$ cat src/rtl/fetch_r32i_pkg.sv
// Shared types for the RV32I fetch stage: FSM states and buffered entry layout.
package fetchPkg;

   localparam int DATA_W = 32;

   typedef enum logic [1:0] {
      IDLE      = 2'd0,
      WAIT_GNT  = 2'd1,
      WAIT_DATA = 2'd2,
      DROP      = 2'd3
   } state_t;

   // One buffered instruction: fetch address paired with the returned word.
   typedef struct packed {
      logic [DATA_W-1:0] addr;
      logic [DATA_W-1:0] instr;
   } entry_t;

endpackage

$ cat src/rtl/fetch_r32i_if.sv
// Instruction memory request/grant/response bus.
interface fetch_r32i_if #(parameter int dataW = 32);
   logic             MemReq;
   logic [dataW-1:0] MemAddr;
   logic             MemGnt;
   logic             MemRValid;
   logic [dataW-1:0] MemRData;

   // Fetch stage side: drives the request, receives grant and read data.
   modport master (output MemReq, MemAddr, input MemGnt, MemRValid, MemRData);
   // Memory side.
   modport slave  (input MemReq, MemAddr, output MemGnt, MemRValid, MemRData);
endinterface

$ cat src/rtl/fetch_r32i_fifo.sv
// Small synchronous FIFO with flush; power-of-two depth, pointers wrap naturally.
module fetchFifoR32I #(
   parameter int DEPTH = 2,
   parameter int W     = 64
) (
   input  logic                       i_clk,
   input  logic                       i_rst_n,
   input  logic                       i_push,
   input  logic [W-1:0]               i_data,
   input  logic                       i_pop,
   input  logic                       i_flush,
   output logic [W-1:0]               o_data,
   output logic                       o_valid,
   output logic [$clog2(DEPTH):0]     o_count
);
   localparam int PW = $clog2(DEPTH);
   localparam logic [PW:0] L_FULL = (PW+1)'(DEPTH);

   logic [W-1:0]  r_mem [DEPTH];
   logic [PW-1:0] r_wr;
   logic [PW-1:0] r_rd;
   logic [PW:0]   r_cnt;
   logic          w_push;
   logic          w_pop;

   assign w_push  = i_push & (r_cnt != L_FULL);
   assign w_pop   = i_pop  & (r_cnt != '0);
   assign o_data  = r_mem[r_rd];
   assign o_valid = (r_cnt != '0);
   assign o_count = r_cnt;

   // Storage, pointers and occupancy; flush discards everything including a same-cycle push.
   always_ff @(posedge i_clk or negedge i_rst_n) begin
      if (!i_rst_n) begin
         for (int i = 0; i < DEPTH; i++) r_mem[i] <= '0;
         r_wr  <= '0;
         r_rd  <= '0;
         r_cnt <= '0;
      end else if (i_flush) begin
         r_wr  <= '0;
         r_rd  <= '0;
         r_cnt <= '0;
      end else begin
         if (w_push) begin
            r_mem[r_wr] <= i_data;
            r_wr        <= r_wr + 1'b1;
         end
         if (w_pop) r_rd <= r_rd + 1'b1;
         case ({w_push, w_pop})
            2'b10:   r_cnt <= r_cnt + 1'b1;
            2'b01:   r_cnt <= r_cnt - 1'b1;
            default: r_cnt <= r_cnt;
         endcase
      end
   end
endmodule

$ cat src/rtl/fetch_r32i.sv
// RV32I instruction fetch: single-outstanding memory reads into a small buffer feeding decode.
module fetch_r32i
   import fetchPkg::*;
#(
   parameter int dataW = DATA_W,   // must match DATA_W of the entry layout
   parameter int depth = 2
) (
   input  logic              i_clock,
   input  logic              i_nReset,
   input  logic [dataW-1:0]  i_FetchAddr,
   output logic              o_AddrTaken,
   input  logic              i_Flush,
   fetch_r32i_if.master      mem,
   output logic              o_InstrValid,
   input  logic              i_InstrReady,
   output logic [dataW-1:0]  o_Instr,
   output logic [dataW-1:0]  o_InstrAddr,
   output logic              o_Misaligned
);
   localparam int CW = $clog2(depth);
   localparam logic [CW+1:0] L_DEPTH = (CW+2)'(depth);

   state_t           r_state;
   state_t           w_next;
   logic [dataW-1:0] r_addr;
   logic             r_misaligned;

   logic             w_req;
   logic [dataW-1:0] w_addr;
   logic             w_latch;
   logic             w_push;
   logic             w_space;
   logic [CW:0]      w_count;
   logic [CW+1:0]    w_used;
   entry_t           w_push_entry;
   entry_t           w_head;

   // Buffer space counts the in-flight response so the FIFO can never overflow.
   assign w_used  = {1'b0, w_count} + {{(CW+1){1'b0}}, (r_state == WAIT_DATA)};
   assign w_space = (w_used < L_DEPTH);

   // Next state and request generation; request is held off while reset is asserted.
   always_comb begin
      w_next  = r_state;
      w_req   = 1'b0;
      w_addr  = r_addr;
      w_latch = 1'b0;
      w_push  = 1'b0;
      case (r_state)
         IDLE: begin
            if (w_space && !i_Flush && i_nReset) begin
               w_req   = 1'b1;
               w_addr  = i_FetchAddr;
               w_latch = 1'b1;
               w_next  = mem.MemGnt ? WAIT_DATA : WAIT_GNT;
            end
         end
         WAIT_GNT: begin
            w_req = 1'b1;
            if (mem.MemGnt)   w_next = i_Flush ? DROP : WAIT_DATA;
            else if (i_Flush) w_next = IDLE;
         end
         WAIT_DATA: begin
            if (mem.MemRValid) begin
               w_push = 1'b1;
               w_next = IDLE;
            end else if (i_Flush) begin
               w_next = DROP;
            end
         end
         DROP: begin
            if (mem.MemRValid) w_next = IDLE;
         end
         default: w_next = IDLE;
      endcase
   end

   assign mem.MemReq  = w_req;
   assign mem.MemAddr = w_addr;
   assign o_AddrTaken = w_req & mem.MemGnt & ~i_Flush;

   // State, latched request address and sticky misalignment flag.
   always_ff @(posedge i_clock or negedge i_nReset) begin
      if (!i_nReset) begin
         r_state      <= IDLE;
         r_addr       <= '0;
         r_misaligned <= 1'b0;
      end else begin
         r_state <= w_next;
         if (w_latch) begin
            r_addr <= i_FetchAddr;
            if (i_FetchAddr[1:0] != 2'b00) r_misaligned <= 1'b1;
         end
      end
   end

   assign w_push_entry.addr  = r_addr;
   assign w_push_entry.instr = mem.MemRData;

   fetchFifoR32I #(
      .DEPTH (depth),
      .W     ($bits(entry_t))
   ) u_fifo (
      .i_clk   (i_clock),
      .i_rst_n (i_nReset),
      .i_push  (w_push),
      .i_data  (w_push_entry),
      .i_pop   (o_InstrValid & i_InstrReady),
      .i_flush (i_Flush),
      .o_data  (w_head),
      .o_valid (o_InstrValid),
      .o_count (w_count)
   );

   assign o_Instr      = w_head.instr;
   assign o_InstrAddr  = w_head.addr;
   assign o_Misaligned = r_misaligned;
endmodule

$ cat src/flat_wrapper.sv
// flat-port wrapper written by rule: the top's interface ports become plain ports
module fetch_r32i_flat import fetchPkg::*;
#(
   parameter int dataW = DATA_W,                                           
   parameter int depth = 2
)
  (i_clock, i_nReset, i_FetchAddr, o_AddrTaken, i_Flush, o_InstrValid, i_InstrReady, o_Instr, o_InstrAddr, o_Misaligned, mem_MemReq, mem_MemAddr, mem_MemGnt, mem_MemRValid, mem_MemRData);
  fetch_r32i_if #(.dataW(dataW)) mem_i ();
  input  logic i_clock;
  input  logic i_nReset;
  input  logic [dataW-1:0] i_FetchAddr;
  output logic o_AddrTaken;
  input  logic i_Flush;
  output logic o_InstrValid;
  input  logic i_InstrReady;
  output logic [dataW-1:0] o_Instr;
  output logic [dataW-1:0] o_InstrAddr;
  output logic o_Misaligned;
  output wire logic [$bits(mem_i.MemReq)-1:0] mem_MemReq;
  output wire logic [$bits(mem_i.MemAddr)-1:0] mem_MemAddr;
  input wire logic [$bits(mem_i.MemGnt)-1:0] mem_MemGnt;
  input wire logic [$bits(mem_i.MemRValid)-1:0] mem_MemRValid;
  input wire logic [$bits(mem_i.MemRData)-1:0] mem_MemRData;
  assign mem_MemReq = mem_i.MemReq;
  assign mem_MemAddr = mem_i.MemAddr;
  assign mem_i.MemGnt = mem_MemGnt;
  assign mem_i.MemRValid = mem_MemRValid;
  assign mem_i.MemRData = mem_MemRData;
  fetch_r32i #(.dataW(dataW), .depth(depth)) u_core (.i_clock(i_clock), .i_nReset(i_nReset), .i_FetchAddr(i_FetchAddr), .o_AddrTaken(o_AddrTaken), .i_Flush(i_Flush), .mem(mem_i), .o_InstrValid(o_InstrValid), .i_InstrReady(i_InstrReady), .o_Instr(o_Instr), .o_InstrAddr(o_InstrAddr), .o_Misaligned(o_Misaligned));
endmodule
$ cat config.mk
export PLATFORM = sky130hd
export DESIGN_NAME = fetch_r32i_flat
export DESIGN_NICKNAME = d
export VERILOG_FILES = /design/src/rtl/fetch_r32i_pkg.sv /design/src/rtl/fetch_r32i_if.sv /design/src/rtl/fetch_r32i_fifo.sv /design/src/rtl/fetch_r32i.sv /design/src/flat_wrapper.sv
export SDC_FILE = /design/constraint.sdc
export NUM_CORES = 1
export LEC_CHECK = 0
export BUFFER_PORTS_ARGS = -buffer_cell sky130_fd_sc_hd__buf_2
export CAP_MARGIN = 10
export CORE_MARGIN = 1.5
export CORE_UTILIZATION = 48
export CTS_CLUSTER_SIZE = 20
export DETAILED_ROUTE_END_ITERATION = 10
export PLACE_DENSITY = 0.69
export SYNTH_ARGS = -nofsm -noshare
export SYNTH_HDL_FRONTEND = slang
export SYNTH_SLANG_ARGS = --single-unit
export TNS_END_PERCENT = 50
$ cat constraint.sdc
create_clock -name i_clock -period 2.4 [get_ports i_clock]
set_input_delay 0 -clock i_clock [delete_from_list [all_inputs] [get_ports i_clock]]
set_output_delay 0 -clock i_clock [all_outputs]
set_load 0.01 [all_outputs]
======== Word-level counts from Yosys, hierarchy flattened ========
Cells that the tools add are included.
cells by class
  $add $sub $neg .......................... 5
  multipliers ............................. 0
  div/mod/pow operators ................... 0
  magnitude comparators ................... 4
  equality and inequality tests ........... 10
  shift operators ......................... 0
  muxes and demuxes ....................... 28
  bitwise operators ....................... 8
  reduce and logical (&&, ||, !) cells .... 13
operator list
  cell                 count
  $mux 64              4
  $bwmux 128           1
  $demux 64 s1         1
  $mux 32              2
  $mux 2               8
  $mux 1               9
  $pmux 2 s4           1
  $reduce_bool 2->1    4
  $eq 2x2->1 const B   3
  $ne 3x3->1 const B   2
  $and 1x1->1          5
  $eq 2x1->1 const B   2
  $ge 2x2->1 const B   2
  $ne 2x2->1 const B   2
  $not 1->2            2
  $pmux 2 s2           1
  $reduce_and 2->1     2
  $reduce_and 4->1     1
  $add 2x1->3          1
  $logic_and 1x1->1    3
  $lt 3x2->1 const B   1
  $reduce_bool 3->1    1
  $add 1x1->1 const B  2
  $add 2x1->2 const B  1
  other kinds (7)      7
word-level totals
  bits in registers ....................... 167
  latch bits .............................. 0
  bits in writable memories ............... 0
  bits in read-only memories .............. 0
  input bits .............................. 70
  output and inout bits ................... 100
  word-level logic and storage cells ...... 76
  memories ................................ 0

======== Depth between registers and ports, before layout ========
Gate-level depths: netlist of run 1.
  word-level depth ........................ 9
  gate-level depth with buffers ........... 6
  gate-level depth less buffers ........... 3

======== Modules after synthesis ========
Synthesis of run 1 repeated with hierarchy kept, for this count alone.
second synthesis, totals
  cell total of the unflattened synthesis .. 489
  area, all modules ....................... 7666.1 sq um
by module, submodules not included
  module         times used  cells an instance  area an instance (sq um)  sequential area each (sq um)
  fetchFifoR32I  1           365                5890.6                    3303.2
  fetch_r32i     1           124                1775.5                    875.8

======== Least setup slack after synthesis of run 1 ========
No wires, ideal clock.
  path type ............................... register to register
  start ................................... register u_core.r_state[0]
  end ..................................... register u_core.u_fifo.r_mem[100] in the netlist's numbering
  library setup time ...................... 0.125 ns
  arrival ................................. 1.670 ns
  data required time ...................... 2.275 ns
  path slack .............................. 0.605 ns
  stages on the path, launching flop included .. 6
  buffers on the path ..................... 2
  clock period less this slack ............ 1.795 ns
  cell sequence ........................... dfrtp_1 nand3b_4 or4_4 buf_6 buf_6 mux2_4
between the ends
  cells in the longest elaborated chain, start to end .. 4
ends and longest elaborated chain
  what                               RTL line               source
  start, declared                    fetch_r32i.sv:23       state_t r_state;
  start signal, assigned             fetch_r32i.sv:89       r_state <= w_next;
  $eq 2x2->1                         fetch_r32i.sv:49       case (r_state)
  $mux 1                             fetch_r32i.sv:49
  $and 1x1->1                        fetch_r32i_fifo.sv:26  assign w_push = i_push & (r_cnt != L_FULL);
  $reduce_and 2->1 (no source line)  --
  end signal, assigned by index      fetch_r32i_fifo.sv:45  r_mem[r_wr] <= i_data;
  end, declared                      fetch_r32i_fifo.sv:19  logic [W-1:0] r_mem [DEPTH];
No other way between the ends.
A chain may end at the register's enable or synchronous reset.

======== Worst setup path in the final report of run 1 ========
  start ................................... register u_core.u_fifo.r_cnt[1], in the netlist u_core.u_fifo.o_count[1]
  end ..................................... output mem_MemAddr[23]
between the ends
  cells in the longest elaborated chain, start to end .. 6
ends and longest elaborated chain
  what                             RTL line               source
  start, declared                  fetch_r32i_fifo.sv:22  logic [PW:0] r_cnt;
  start signal, assigned           fetch_r32i_fifo.sv:50  2'b10: r_cnt <= r_cnt + 1'b1;
  start signal, assigned           fetch_r32i_fifo.sv:51  2'b01: r_cnt <= r_cnt - 1'b1;
  start signal, assigned           fetch_r32i_fifo.sv:52  default: r_cnt <= r_cnt;
  $add 2x1->3                      fetch_r32i.sv:39       assign w_used = {1'b0, w_count} + {{(CW+1){1'b0}}, (r_state == WAIT_DATA)};
  $lt 3x2->1                       fetch_r32i.sv:40       assign w_space = (w_used < L_DEPTH);
  $logic_and 1x1->1 (2 in series)  fetch_r32i.sv:51       if (w_space && !i_Flush && i_nReset) begin
  $mux 32                          fetch_r32i.sv:51
  $mux 32                          fetch_r32i.sv:49
  end, declared                    flat_wrapper.sv:20     output wire logic [$bits(mem_i.MemAddr)-1:0] mem_MemAddr;
No other way between the ends.

==> results of run 1 <==
-- where the power goes --
group | switching [uW] | leakage [uW] | internal [uW]
Clock | 1010 | 0.000263 | 1500
Sequential | 778 | 0.00211 | 4000
Combinational | 1640 | 0.00253 | 2540
-- worst max-delay path: stages, from the launching register on --
cell and delay, ns:
dfrtp_1 0.44, nor3b_1 0.40, nand2_2 0.11, buf_4 0.30, mux2_2 0.33, buf_2 0.14
-- flip-flops by register name, summed over array words and instances (netlist names) --
| signal | cells |
|---|---|
| u_core.u_fifo.r_rd | 1 |
| u_core.u_fifo.r_wr | 1 |
| u_core.r_state | 2 |
| u_core.u_fifo.o_count | 2 |
| u_core.u_fifo.r_mem | 128 |
| u_core.o_Misaligned | 1 |
| u_core.r_addr | 32 |
-- what timing repair did --
| action | CTS | global route |
|---|---|---|
| buffers inserted | 0 | 0 |
| gates resized for setup | 0 | 0 |
| hold buffers | 69 | 0 |
| hold endpoints to repair | 269 | 0 |
-- per-stage QoR --
stage | cells | total power, uW | utilization [%] | area (um2) | hold slack [ns]
2_1_floorplan | 490 | 7405 | - | 7646 | -0.2956
3_3_place_gp | 852 | 8717 | 56.74 | 8721 | 0.2310
3_5_place_dp | 852 | 8887 | 56.74 | 8721 | 0.2484
4_1_cts | 948 | 11570 | 64.71 | 9947 | 0.3276
5_1_grt | 948 | 12150 | 64.71 | 9947 | 0.3489
6_report | 948 | 11480 | 64.71 | 9947 | 0.3534
-- cells in the final DEF (no fill, tap or decap), types with 4 or more instances in the layout --
| master | count |
|---|---|
| mux2_1 | 4 |
| buf_4 | 7 |
| dfrtp_1 | 166 |
| clkbuf_16 | 17 |
| mux2_2 | 203 |
| o21ai_0 | 5 |
| nor2_1 | 9 |
| clkbuf_8 | 4 |
| dlygate4sd3_1 | 69 |
| buf_2 | 168 |
| mux2_4 | 49 |
-- area by class of cell --
class / instances / area share [%]
well taps: 211 / 2.654
multi-input cells: 292 / 33.18
clock inverters: 4 / 0.4780
inverters: 3 / 0.1132
clock buffers: 23 / 4.906
repair buffers: 248 / 16.64
flip-flops and latches: 167 / 42.03
-- final timing paths --
check	end	cells after the start	slack (ns)	start
worst max register to register	u_core.u_fifo.r_mem[98]	4	0.43	u_core.r_state[0]
worst max-delay path	mem_MemAddr[23]	5	0.24	u_core.u_fifo.o_count[1]
worst min-delay path	u_core.r_addr[9]	3	0.35	i_FetchAddr[9]
max in group asynchronous	u_core.u_fifo.r_mem[35]	3	1.21	i_nReset
min in group asynchronous	u_core.u_fifo.r_mem[65]	3	0.43	i_nReset
worst min register to register	u_core.o_Misaligned	1	0.48	u_core.o_Misaligned
-- cells by family (layout without fill, tap and decap cells) --
| group | count (synthesis) | count (layout) | share of synthesized area (%) |
|---|---|---|---|
| simple gates | 24 | 24 | 1.915 |
| xor+xnor | 1 | 1 | 0.1146 |
| buf+inv | 31 | 278 | 2.291 |
| flops | 167 | 167 | 54.66 |
| mux | 256 | 256 | 40.11 |
| compound gates | 11 | 11 | 0.9164 |
-- metal layers --
| metal | share of wire [%] | global-route usage (%) | vias to the layer above |
|---|---|---|---|
| li1 | - | - | 2242 |
| met1 | 47 | 26.36 | 2431 |
| met2 | 45 | 29.94 | 145 |
| met3 | 5.2 | 4.831 | 23 |
| met4 | 2.1 | 7.931 | 0 |
| met5 | 0 | 0 | - |
==> flow_summary.yaml, run 1 <==
status:
  status: "complete, no violations"
synthesis:
  ys_seq_area_share_pct: 54.66
  synth_async_sr_flop_share_pct: 100.0
  synth_most_common_cell: "mux2_2"
  syn_nets: 560
  ys_ff_latch: 167
  synth-edff-count: 0
  synthTopCellsByArea: "dfrtp_1 (55%), mux2_2 (30%), mux2_4 (9.6%), buf_6 (0.88%), buf_2 (0.72%)"
  yosysWarnings: 0
  synth-main-ff-cell: "dfrtp_1"
  synthCells: 490
  avgSynthCellArea_um2: 15.60
  syn_area_um2: 7646
  synth_top_area_cell: "dfrtp_1"
  yosys.area.top_type_share_pct: 54.66
  ys_types: 27
  synth_common_cells: "mux2_2 (203), dfrtp_1 (167), mux2_4 (49), buf_2 (11), clkbuf_1 (11)"
floorplanning:
  fp.dieW_um: 129.2
  die_h_um: 129.2
  ios: 170
  rows: 45
  fp.coreArea_um2: 15370
  die_area_um2: 16700
  initial_core_util_pct: 49.74
timing:
  timing.final.hold_violations: 0
  setup_tns_ns: 0
  slew_violations: 0
  finClkSkew_ns: 0.006357
  tightest_slew_ns: 1.098
  timing.slew.headroom_pct: 26.83
  worst_slack_ns: 0.2371
  fin_crit_sh_pct: 90.12
  grt_setup_unrepaired: "no"
  fmax_mhz: 462.4
  setup_viol: 0
  fin_crit_ns: 2.163
finish:
  syn_to_final_growth_pct: 30.09
  fillers: 1089
  drive_above_1_share_pct: 62.55
  fin_nets: 799
  multi_input_area_um2: 3301
  diodes: 0
  final-seq-area_um2: 4180
placed_design:
  hpwl_mm: 9.715
  routabilityCongestion: 0.7697
  pre_cts_ws_ns: 0.4362
  io_buffers: 169
power:
  leakagePower_uw: 0.004907
  max-vdd-ir-drop_v: 0.0005888
  power.density_nw_per_um2: 1154
worst_hold_path:
  hold_class: "input pin to register"
detailed_routing:
  ant_nets: 0
  drc: 0
  drt_first_pass_iters: 4
  via_per_inst: 5.107
  wire_per_inst_um: 16.50
  drt_iter0_drc: 184
  routed-via-count: 4841
  wl_mm: 15.64
clocking:
  htreeDepth: 4
  cts_sinks: 167
  cts_made_buffers: 17
  root_buffer: "clkbuf_16"
  path_clk_slew_ns: 0.06
  worst_skew_pair.late_latency_ns: 0.42
  cts_tree: "yes"
  cts_buffer_depth: 2
global_route:
  grt_pass1_vias: 4972
  overflow: 0
  grt_max_degree: 88
  grt_pass1_wl_mm: 25.06
  grtUsageTotal_pct: 19.41
  antenna_found_initial: 0
run:
  max_cap_violations: 0
setup_path:
  cp-end-kind: "output pin"
  crit_path_start_kind: "register"
  criticalPathCategory: "register to output pin"
  critPathArrivalTime_ns: 2.16
  critPathRequiredTime_ns: 2.40
  crit_fanout: 41
Power figures use the tool's default switching activity.
==> inputs of run 2 (changes only) <==
CORE_MARGIN = 2   (was 1.5)
CTS_CLUSTER_DIAMETER = 200   (was default)
RECOVER_POWER = 100   (was default)
==> run 2 against run 1 <==
  * The flow now finishes with violations (max-capacitance violations, max-slew violations)
  * Die area rose by 1.6%
  * Clock skew rose by 0.0043 ns
  * Setup slack got worse by 0.019 ns
  * Maximum frequency fell by 0.85%
  * Flip-flop and latch count did not move
  * Highest routed layer unchanged
==> flow_summary.yaml, run 2 (synthesis gave the netlist of run 1 again) <==
setup_path:
  crit_fanout: 39
  ff2ff_setup_slack_ns: 0.29
  critical_path_depth: 3
  path_buf_inv: 2
  critPathRequiredTime_ns: 2.40
  cp_cell_sequence: "clkbuf_2, mux2_2, clkbuf_1"
  crit_path_start_kind: "register"
  critPathMaxStageDelay_ns: 0.82
  criticalPathCategory: "register to output pin"
  critPathArrivalTime_ns: 2.18
  rr_worst_depth: 4
  cp-end-kind: "output pin"
  crit_family: "buffers and inverters"
  crit_slowest_cell: "clkbuf_2"
placed_design:
  place_area_um2: 8702
  hpwl_mm: 9.916
  routabilityCongestion: 0.7295
  io_buffers: 169
timing:
  slew_violations: 73
  timing.slew.headroom_pct: -17.44
  tightest_slew_ns: 1.762
  hold_slack_ns: 0.3410
  finClkSkew_ns: 0.01063
  fmax_mhz: 458.4
  timing.final.hold_violations: 0
  grt_setup_unrepaired: "no"
  fin_crit_sh_pct: 90.89
  setup_tns_ns: 0
  fin_crit_ns: 2.181
  setup_viol: 0
run:
  max_cap_violations: 1
global_route:
  grt_pass1_vias: 5003
  grt_max_degree: 84
  grtUsageTotal_pct: 19.18
  grt_pass1_wl_mm: 25.01
  antenna_found_initial: 0
  overflow: 0
detailed_routing:
  wl_mm: 15.97
  drc: 0
  drt_first_pass_iters: 4
  drt_iter0_drc: 178
  wire_per_inst_um: 16.63
  routed-via-count: 4888
  via_per_inst: 5.092
  ant_nets: 0
finish:
  largest_register_ffs: 128
  final_area_um2: 9694
  biggestRegsByFlops: "u_core.u_fifo.r_mem: 128 flops, u_core.r_addr: 32 flops"
  most-common-layout-cells: "mux2_2 (200), dfrtp_1 (166), clkbuf_1 (99), buf_2 (73), dlygate4sd3_1 (71)"
  post-route-util_pct: 61.70
  syn_to_final_growth_pct: 26.79
  fin_nets: 801
  layout_commonest_cell: "mux2_2"
  drive_above_1_share_pct: 42.34
  regMostFlops: "u_core.u_fifo.r_mem"
  diodes: 0
clocking:
  htreeDepth: 4
  cts_tree: "yes"
  cts_made_buffers: 17
  cts.repair.resized: 0
  root_buffer: "clkbuf_16"
  worst_skew_pair.late_latency_ns: 0.43
  cts_sinks: 167
  cts_buffer_depth: 2
  path_clk_slew_ns: 0.06
  post_cts_buffers: 0
power:
  power.density_nw_per_um2: 1166
  leakagePower_uw: 0.004387
  max-vdd-ir-drop_v: 0.0006406
floorplanning:
  initial_core_util_pct: 48.66
  die_h_um: 130.2
  rows: 46
  ios: 170
  die_area_um2: 16950
  fp.dieW_um: 130.2
  fp.coreArea_um2: 15710
worst_hold_path:
  hold_class: "input pin to register"
  whs_path_depth: 3
status:
  status: "finished with violations"
  violations: "max-capacitance violations, max-slew violations"
## run 2: power by group
part           internal, uW  switching (uW)  total, uW
sequential             3990             741       4740
clock                  1840            1110       2960
combinational          1960            1650       3610
## run 2: final timing paths
path,to,from
max in group asynchronous,u_core.u_fifo.r_mem[85],i_nReset
max reg2reg,u_core.u_fifo.r_mem[24],u_core.r_state[0]
max,o_Instr[26],u_core.u_fifo.r_rd
min,u_core.u_fifo.r_mem[84],mem_MemRData[20]
min reg2reg,u_core.u_fifo.r_mem[10],u_core.u_fifo.r_mem[10]
min in group asynchronous,u_core.u_fifo.r_mem[125],i_nReset
## run 2: metal layers
layer	vias to the layer above	global-route usage [%]	routed length [um]
met5	-	0	0
met4	0	6.958	235
met3	21	4.756	872
met2	149	31.84	7510
met1	2455	24.51	7347
li1	2263	-	-
## run 2: tightest hold or removal path, stage by stage
cell and delay (ns):
dlygate4sd3_1 0.52, buf_2 0.10, mux2_1 0.11
## run 2: per-stage QoR
step           worst slack, ns  power (uW)  cells
2_1_floorplan           0.6053        7405    490
3_3_place_gp            0.3741        8688    857
3_5_place_dp            0.2984        8878    857
4_1_cts                 0.1869       11990    960
5_1_grt                0.08202       11970    960
6_report                0.2186       11300    960
## run 2: cell type report
type                    instances  area (um2)
fillers                      1312        6018
flip-flops and latches        167        4180
multi-input cells             292        3093
repair buffers                250        1501
clock buffers                  20       436.7
well taps                     216       270.3
clock inverters                12       201.4
inverters                       3       11.26
## run 2: what timing repair did
item                       4_1_cts  5_1_grt
hold endpoints to repair       186        0
hold buffers                    71        0
setup endpoints to repair        0        0
